### src/rtl/lsu_byte_master.sv
// rtl/lsu_byte_master.sv - MEM-stage load/store initiator over a byte-wide request/acknowledge port
module lsu_byte_master #(
    parameter int ADDR_W  = 32,
    parameter int TIMEOUT = 16
) (
    input  logic              clk,
    input  logic              reset,
    input  logic              req_valid,
    output logic              req_ready,
    input  logic              req_store,
    input  logic [2:0]        req_load_type,
    input  logic [1:0]        req_store_type,
    input  logic [ADDR_W-1:0] req_addr,
    input  logic [31:0]       req_wdata,
    output logic              rsp_valid,
    output logic [31:0]       rsp_rdata,
    output logic              rsp_err,
    output logic              mem_req,
    output logic              mem_we,
    output logic [ADDR_W-1:0] mem_addr,
    output logic [7:0]        mem_wdata,
    input  logic              mem_ack,
    input  logic [7:0]        mem_rdata
);

    localparam logic [1:0] S_IDLE   = 2'd0;
    localparam logic [1:0] S_ACCESS = 2'd1;
    localparam logic [1:0] S_RESP   = 2'd2;

    localparam int WAIT_W = (TIMEOUT > 1) ? $clog2(TIMEOUT) : 1;
    localparam logic [WAIT_W-1:0] WAIT_LAST = WAIT_W'(TIMEOUT - 1);

    logic [1:0]        state_q, state_d;
    logic              store_q, store_d;
    logic [2:0]        type_q, type_d;
    logic [ADDR_W-1:0] addr_q, addr_d;
    logic [31:0]       wdata_q, wdata_d;
    logic [1:0]        beat_q, beat_d;
    logic [WAIT_W-1:0] wait_q, wait_d;
    logic [31:0]       buf_q, buf_d;
    logic              mem_req_q, mem_req_d;
    logic              mem_we_q, mem_we_d;
    logic [ADDR_W-1:0] mem_addr_q, mem_addr_d;
    logic [7:0]        mem_wdata_q, mem_wdata_d;
    logic              rsp_valid_q, rsp_valid_d;
    logic              rsp_err_q, rsp_err_d;
    logic [31:0]       rsp_rdata_q, rsp_rdata_d;

    // Stores share the type register, encoded as {0, store_type}.
    function automatic logic [1:0] f_last_beat(input logic st, input logic [2:0] t);
        if (st) begin
            case (t[1:0])
                2'b00:   return 2'd3;
                2'b01:   return 2'd1;
                default: return 2'd0;
            endcase
        end else begin
            case (t)
                3'b000:         return 2'd3;
                3'b001, 3'b011: return 2'd1;
                default:        return 2'd0;
            endcase
        end
    endfunction

    function automatic logic f_illegal(input logic st, input logic [2:0] t);
        if (st) begin
            return t[1:0] == 2'b11;
        end
        return t > 3'd4;
    endfunction

    function automatic logic [31:0] f_extend(input logic [2:0] t, input logic [31:0] b);
        case (t)
            3'b000:  return b;
            3'b001:  return {{16{b[15]}}, b[15:0]};
            3'b010:  return {{24{b[7]}}, b[7:0]};
            3'b011:  return {16'h0000, b[15:0]};
            3'b100:  return {24'h000000, b[7:0]};
            default: return 32'h0;
        endcase
    endfunction

    logic [2:0] req_type;
    logic [1:0] req_last;
    logic       req_misaligned;
    logic       req_bad;
    logic [1:0] last_q;
    logic [1:0] beat_n;

    always_comb begin
        req_type       = req_store ? {1'b0, req_store_type} : req_load_type;
        req_last       = f_last_beat(req_store, req_type);
        req_misaligned = ((req_last == 2'd3) && (req_addr[1:0] != 2'b00)) ||
                         ((req_last == 2'd1) && req_addr[0]);
        req_bad        = f_illegal(req_store, req_type) || req_misaligned;
        last_q         = f_last_beat(store_q, type_q);
        beat_n         = beat_q + 2'd1;
    end

    always_comb begin
        state_d     = state_q;
        store_d     = store_q;
        type_d      = type_q;
        addr_d      = addr_q;
        wdata_d     = wdata_q;
        beat_d      = beat_q;
        wait_d      = wait_q;
        buf_d       = buf_q;
        mem_req_d   = 1'b0;
        mem_we_d    = 1'b0;
        mem_addr_d  = mem_addr_q;
        mem_wdata_d = mem_wdata_q;
        rsp_valid_d = 1'b0;
        rsp_err_d   = 1'b0;
        rsp_rdata_d = 32'h0;

        case (state_q)
            S_IDLE: begin
                if (req_valid) begin
                    store_d = req_store;
                    type_d  = req_type;
                    addr_d  = req_addr;
                    wdata_d = req_wdata;
                    beat_d  = 2'd0;
                    wait_d  = '0;
                    buf_d   = 32'h0;
                    if (req_bad) begin
                        state_d     = S_RESP;
                        rsp_valid_d = 1'b1;
                        rsp_err_d   = 1'b1;
                    end else begin
                        state_d     = S_ACCESS;
                        mem_req_d   = 1'b1;
                        mem_we_d    = req_store;
                        mem_addr_d  = req_addr;
                        mem_wdata_d = req_wdata[7:0];
                    end
                end
            end
            S_ACCESS: begin
                if (mem_ack) begin
                    wait_d = '0;
                    if (!store_q) begin
                        buf_d[{beat_q, 3'b000} +: 8] = mem_rdata;
                    end
                    if (beat_q == last_q) begin
                        state_d     = S_RESP;
                        rsp_valid_d = 1'b1;
                        rsp_rdata_d = store_q ? 32'h0 : f_extend(type_q, buf_d);
                    end else begin
                        // Next beat is presented straight away so the port sees no bubble.
                        beat_d      = beat_n;
                        mem_req_d   = 1'b1;
                        mem_we_d    = store_q;
                        mem_addr_d  = addr_q + ADDR_W'(beat_n);
                        mem_wdata_d = wdata_q[{beat_n, 3'b000} +: 8];
                    end
                end else if (wait_q == WAIT_LAST) begin
                    state_d     = S_RESP;
                    rsp_valid_d = 1'b1;
                    rsp_err_d   = 1'b1;
                end else begin
                    wait_d    = wait_q + WAIT_W'(1);
                    mem_req_d = 1'b1;
                    mem_we_d  = store_q;
                end
            end
            S_RESP: begin
                state_d = S_IDLE;
            end
            default: begin
                state_d = S_IDLE;
            end
        endcase
    end

    always_ff @(posedge clk or posedge reset) begin
        if (reset) begin
            state_q     <= S_IDLE;
            store_q     <= 1'b0;
            type_q      <= 3'b000;
            addr_q      <= '0;
            wdata_q     <= 32'h0;
            beat_q      <= 2'd0;
            wait_q      <= '0;
            buf_q       <= 32'h0;
            mem_req_q   <= 1'b0;
            mem_we_q    <= 1'b0;
            mem_addr_q  <= '0;
            mem_wdata_q <= 8'h00;
            rsp_valid_q <= 1'b0;
            rsp_err_q   <= 1'b0;
            rsp_rdata_q <= 32'h0;
        end else begin
            state_q     <= state_d;
            store_q     <= store_d;
            type_q      <= type_d;
            addr_q      <= addr_d;
            wdata_q     <= wdata_d;
            beat_q      <= beat_d;
            wait_q      <= wait_d;
            buf_q       <= buf_d;
            mem_req_q   <= mem_req_d;
            mem_we_q    <= mem_we_d;
            mem_addr_q  <= mem_addr_d;
            mem_wdata_q <= mem_wdata_d;
            rsp_valid_q <= rsp_valid_d;
            rsp_err_q   <= rsp_err_d;
            rsp_rdata_q <= rsp_rdata_d;
        end
    end

    assign req_ready = (state_q == S_IDLE);
    assign rsp_valid = rsp_valid_q;
    assign rsp_rdata = rsp_rdata_q;
    assign rsp_err   = rsp_err_q;
    assign mem_req   = mem_req_q;
    assign mem_we    = mem_we_q;
    assign mem_addr  = mem_addr_q;
    assign mem_wdata = mem_wdata_q;

endmodule

### config.mk
export PLATFORM = sky130hd
export DESIGN_NAME = lsu_byte_master
export DESIGN_NICKNAME = d
export VERILOG_FILES = /design/src/rtl/lsu_byte_master.sv
export SDC_FILE = /design/constraint.sdc
export NUM_CORES = 1
export LEC_CHECK = 0
export BUFFER_PORTS_ARGS = -buffer_cell sky130_fd_sc_hd__buf_2
export CORE_MARGIN = 4
export CORE_UTILIZATION = 51
export CTS_CLUSTER_SIZE = 12
export DETAILED_ROUTE_END_ITERATION = 7
export PLACE_DENSITY = 0.75
export SETUP_SLACK_MARGIN = 0.4
export SLEW_MARGIN = 20
export SYNTH_ARGS = -nofsm -noshare
export SYNTH_HDL_FRONTEND = slang
export SYNTH_SLANG_ARGS = --single-unit
### constraint.sdc
create_clock -name clk -period 5.7 [get_ports clk]
set_clock_uncertainty 0.2 [all_clocks]
set_input_delay 0.855 -clock clk [delete_from_list [all_inputs] [get_ports clk]]
set_output_delay 0.855 -clock clk [all_outputs]
set_load 0.01 [all_outputs]
# After elaboration in Yosys (flattened, before gate mapping)
# Index checks and enable logic that the tools add are counted.
# totals
ff_bits	184
inputBits	82
out_inout_bits	77
word_cells	127
# classes
order_cmp	1
n_eq_ne	21
muxes	64
n_reduce_logical	19
n_addsub	4
shift	3
# ops
operator	n
2-to-1 mux 32 bit	11
one-hot mux 32 bit (5 select lines)	1
one-hot mux 32 bit (2 select lines)	2
adder 32 x 2 -> 32 bit	1
bitwise mux 32 bit	1
2-to-1 mux 8 bit	4
variable shift 8 x 7 -> 32 bit (first input constant)	1
indexed part select 32 x 6 -> 8 bit	1
indexed part select 8 x 7 -> 32 bit	1
one-hot mux 2 bit (2 select lines)	6
2-to-1 mux 2 bit	10
2-to-1 mux 1 bit	19
one-hot mux 8 bit (2 select lines)	1
2-to-1 mux 4 bit	3
equality test 3 x 2 -> 1 bit (second input constant)	3
!= test 3 bit (second input constant)	3
AND reduction 3 bit	3
equality test 2 x 1 -> 1 bit (second input constant)	4
!= test 2 bit (second input constant)	4
one-hot mux 1 bit (2 select lines)	4
one-hot mux 4 bit (2 select lines)	1
negator 5 -> 7 bit	1
equality test 3 x 1 -> 1 bit (second input constant)	2
zero test 2 bit	3
16 further kinds	22

# Depth between registers and ports, before layout
# depth
ltp_word	12
mapped_depth	10
ltp_nobuf	8

# Worst setup path before layout
# No wires, ideal clock.
# synth_path
path_kind	flip-flop to flip-flop
from	register beat_q[0]
to	register mem_addr_q[19] (netlist: mem_addr[19])
setup_ns	0.065
n_path_buf	1
period_less_slack_ns	3.161
setup_slack_ns	2.539
t_arrival_ns	2.896
path_stages_with_launch	10
required_ns	5.435
cell_sequence	dfrtp_1 -> inv_1 -> ha_1 -> ha_1 -> a21oi_1 -> or4_4 -> buf_6 -> or4_1 -> a31oi_1 -> mux2_1
# synth_via
elab_chain_len	5
word_cells_on_any_way	8
classes_between	2 x add/sub; 2 x eq/ne; 3 x mux; 1 x reduce/logical
# synth_lines
element	line	text
start, declared	38	logic [1:0] beat_q, beat_d;
start signal, assigned	201	beat_q <= beat_d;
adder 2 x 1 -> 2 bit	98	beat_n = beat_q + 2'd1;
adder 32 x 2 -> 32 bit	156	mem_addr_d = addr_q + ADDR_W'(beat_n);
2-to-1 mux 32 bit	147	if (beat_q == last_q) begin
2-to-1 mux 32 bit	142	if (mem_ack) begin
one-hot mux 32 bit (2 select lines)	118	case (state_q)
end signal, assigned	206	mem_addr_q <= mem_addr_d;
end, declared	43	logic [ADDR_W-1:0] mem_addr_q, mem_addr_d;
# Several ways; a longest one is shown, not always the timed one. The select of a mux whose other input is x is not followed.
# A chain may end at the register's enable or synchronous reset.

# Worst setup path in the final report
# layout_path
from	register beat_q[0]
to	register mem_addr_q[30] (netlist: mem_addr[30])
# The elaborated chain is that of the path after synthesis.

==> flow_summary.yaml <==
outcome:
  outcome: "finished clean"
critical_path:
  cp-end-kind: "register"
  setup.worst_path.start_class: "register"
  worstPathArrival_ps: 4870
  crit_fanout: 19
  crit_required_ps: 5850
  cp_cell_sequence: "inv_1 -> ha_1 -> fa_1 -> nand3_1 -> or4_1 -> or4_1 -> a31o_1 -> mux2i_1"
  crit_family: "simple AND/OR/NAND/NOR gates"
  crit_slowest_cell: "dfrtp_1"
  crit_top_cell: "or4_1"
  critPathKind: "register to register"
  path_buf_inv: 1
  rr_worst_depth: 8
  worst-path-stages: 8
  crit_path_max_incr_delay_ps: 880
timing:
  slew_viol_final: 0
  finalSetupViolCount: 0
  whs_ps: 275
  worstMarginPinSlew_ps: 1010
  min_period_ps: 4720
  rsz0062_at_grt: "false"
  fin_tns_setup_ps: 0
  fmax_mhz: 212
  finalCritPeriodShare_pct: 82.7
  hold_viol_final: 0
  slew_headroom_pct: 32.3
  post-route-worst-setup-slack_ps: 985
finish:
  nNetsFinal: 1144
  drive_above_1_share_pct: 24.4
  design_area_um2: 10400
  most-common-layout-cells: "nand2_1 (256), dfrtp_1 (184), buf_2 (158), nor2_1 (61), o21ai_0 (54)"
  synthToLayoutAreaGrowth_pct: 17.2
  final_common_cell: "nand2_1"
  layout.cells.non_filler: 1289
route:
  drt-wirelength-per-cell_um: 17.4
  drtAntennaViolNets: 0
  drc: 0
  via_count: 7276
  wirelength_mm: 22.4
  viasPerCell: 5.64
  dr.pass1.iters: 6
  drt_iter0_drc: 582
grt:
  antenna_found_initial: 3
  grt_max_degree: 185
  grt_pass1_vias: 7196
  globalRouteTotalUtil_pct: 23.3
  overflow: 0
  grt_pass1_wl_mm: 37.0
placement:
  dpl-instance-area_um2: 9760
  gp_congestion: 0.876
  numPortBuffers: 158
  post-dp-hpwl_mm: 14.9
  dp_slack_ps: 940
  place_inst: 1254
logic_synthesis:
  synth_flop_cell: "dfrtp_1"
  synth_nets: 1015
  synth_area_um2: 8830
  synth_cells: 924
  yosysSeqAreaShare_pct: 52.1
  synthAdderAreaFrac_pct: 1.36
  async_flop_share_pct: 100
  ys_ff_latch: 184
  yosys-mux-area-fraction_pct: 7.48
  synth_xor_area_share_pct: 1.39
  synth-simple-area-share_pct: 20.5
  synth-compound-area-share_pct: 13.6
  synth_edf_count: 0
  yosys_warnings: 0
  avgSynthCellArea_um2: 9.56
  synth_top_family_by_area: "simple AND/OR/NAND/NOR gates"
  synth_cell_types: 61
floorplan:
  start_util_pct: 52.7
  fp.dieH_um: 140
  die_w_um: 140
  rows: 47
  core_um2: 16800
  die_area_um2: 19500
  pin_count: 159
cts:
  clk_latency_ps: 430
  h-tree-depth: 4
  postCtsSetupBuffers: 0
  clkSinkCount: 184
  cts.reportedPaths.clkPinSlew_ps: 80
  clockBufferDepth: 2
  cts_tree: "done"
  cts_resized: 0
  cts_made_buffers: 17
  hold_buffers: 0
  root_buffer: "clkbuf_16"
pwr:
  power.density_nw_per_um2: 498
  ir_drop_mv: 0.255
  p_int_mw: 3.11
  p_sw_mw: 2.05
  combPwrFrac_pct: 36.8
  power_frac_seq_pct: 40.6
  p_leak_nw: 4.95
  p_sw_share_pct: 39.7
  pwr-share-clk_pct: 22.6
flow_run:
  maxCapViolCount: 0
worst_hold_path:
  hp-class: "register to register"
  holdPathStages: 2
layer usage:
metal | global-route usage, % | part of all wire, % | vias to the layer above | wire length (µm)
li1 | - | - | 3471 | -
met1 | 32.8 | 44 | 3510 | 9960
met2 | 37.1 | 48 | 262 | 10700
met4 | 7.96 | 2.2 | 0 | 494
met3 | 4.05 | 5.8 | 33 | 1290
met5 | 0 | 0 | - | 0
worst paths after layout:
| path | endpoint | slack [ps] | from |
|---|---|---|---|
| worst max register to register | mem_addr[30] | 980 | beat_q[0] |
| min in group asynchronous | mem_addr[24] | 450 | reset |
| worst min register to register | wdata_q[19] | 280 | wdata_q[19] |
| max in group asynchronous | buf_q[0] | 4080 | reset |
| worst max-delay path | mem_addr[30] | 980 | beat_q[0] |
| worst min-delay path | wdata_q[19] | 280 | wdata_q[19] |
worst reg2reg max path, cell delays in order, from the launching register on:
cell and delay (ps):
dfrtp_1 880, inv_1 360, ha_1 870, fa_1 380, nand3_1 130, or4_1 850, or4_1 630, a31o_1 230
mux2i_1 110
cell type report:
class	count	area, µm²
antenna	3	7.51
fill	1419	6410
clock buffer	17	425
sequential	184	4600
inverter	20	78.8
multi-input combinational	663	3930
timing repair buffer	167	871
tap	220	275
clock inverter	15	160
kinds of logic after synthesis:
group | Yosys count
flops | 184
fa+ha+maj | 9
simple gates | 410
compound gates | 179
mux | 51
buf+inv | 77
xor+xnor | 14
power groups by stage:
stage	clock network (mW)	logic, mW	registers, mW
floorplan	0	1.33	2.07
global placement	0	1.85	2.09
detailed placement	0	1.90	2.11
CTS	1.18	1.91	2.09
global route	1.24	2.11	2.16
finish	1.16	1.89	2.09
state kept, by name, summed over array words and instances, names as in the netlist, 3 cells and up:
name       flops
type_q         3
buf_q         32
mem_addr      32
wdata_q       32
rsp_rdata     32
wait_q         4
mem_wdata      8
addr_q        32
Yosys cell counts, types with 9 or more instances:
cell	n	area (µm²)
buf_2	10	50.1
a21oi_1	9	45.0
inv_1	20	75.1
mux2_2	39	439
clkbuf_1	43	161
dfrtp_1	184	4600
xnor2_1	9	78.8
nand3_1	17	85.1
or4_1	15	113
a22o_1	11	96.3
o31ai_1	14	105
o21ai_0	54	270
o21a_1	23	173
nand2_1	256	961
nor2_1	61	229
a22oi_1	27	203
a31oi_1	20	125
stage by stage:
stage          util, %  power [mW]
3_5_place_dp      58.2        4.01
4_1_cts           61.7        5.17
2_1_floorplan        -        3.40
6_report          61.8        5.15
3_3_place_gp      58.2        3.94
5_1_grt           61.8        5.51
No activity file was read; power rests on OpenSTA's default activity.
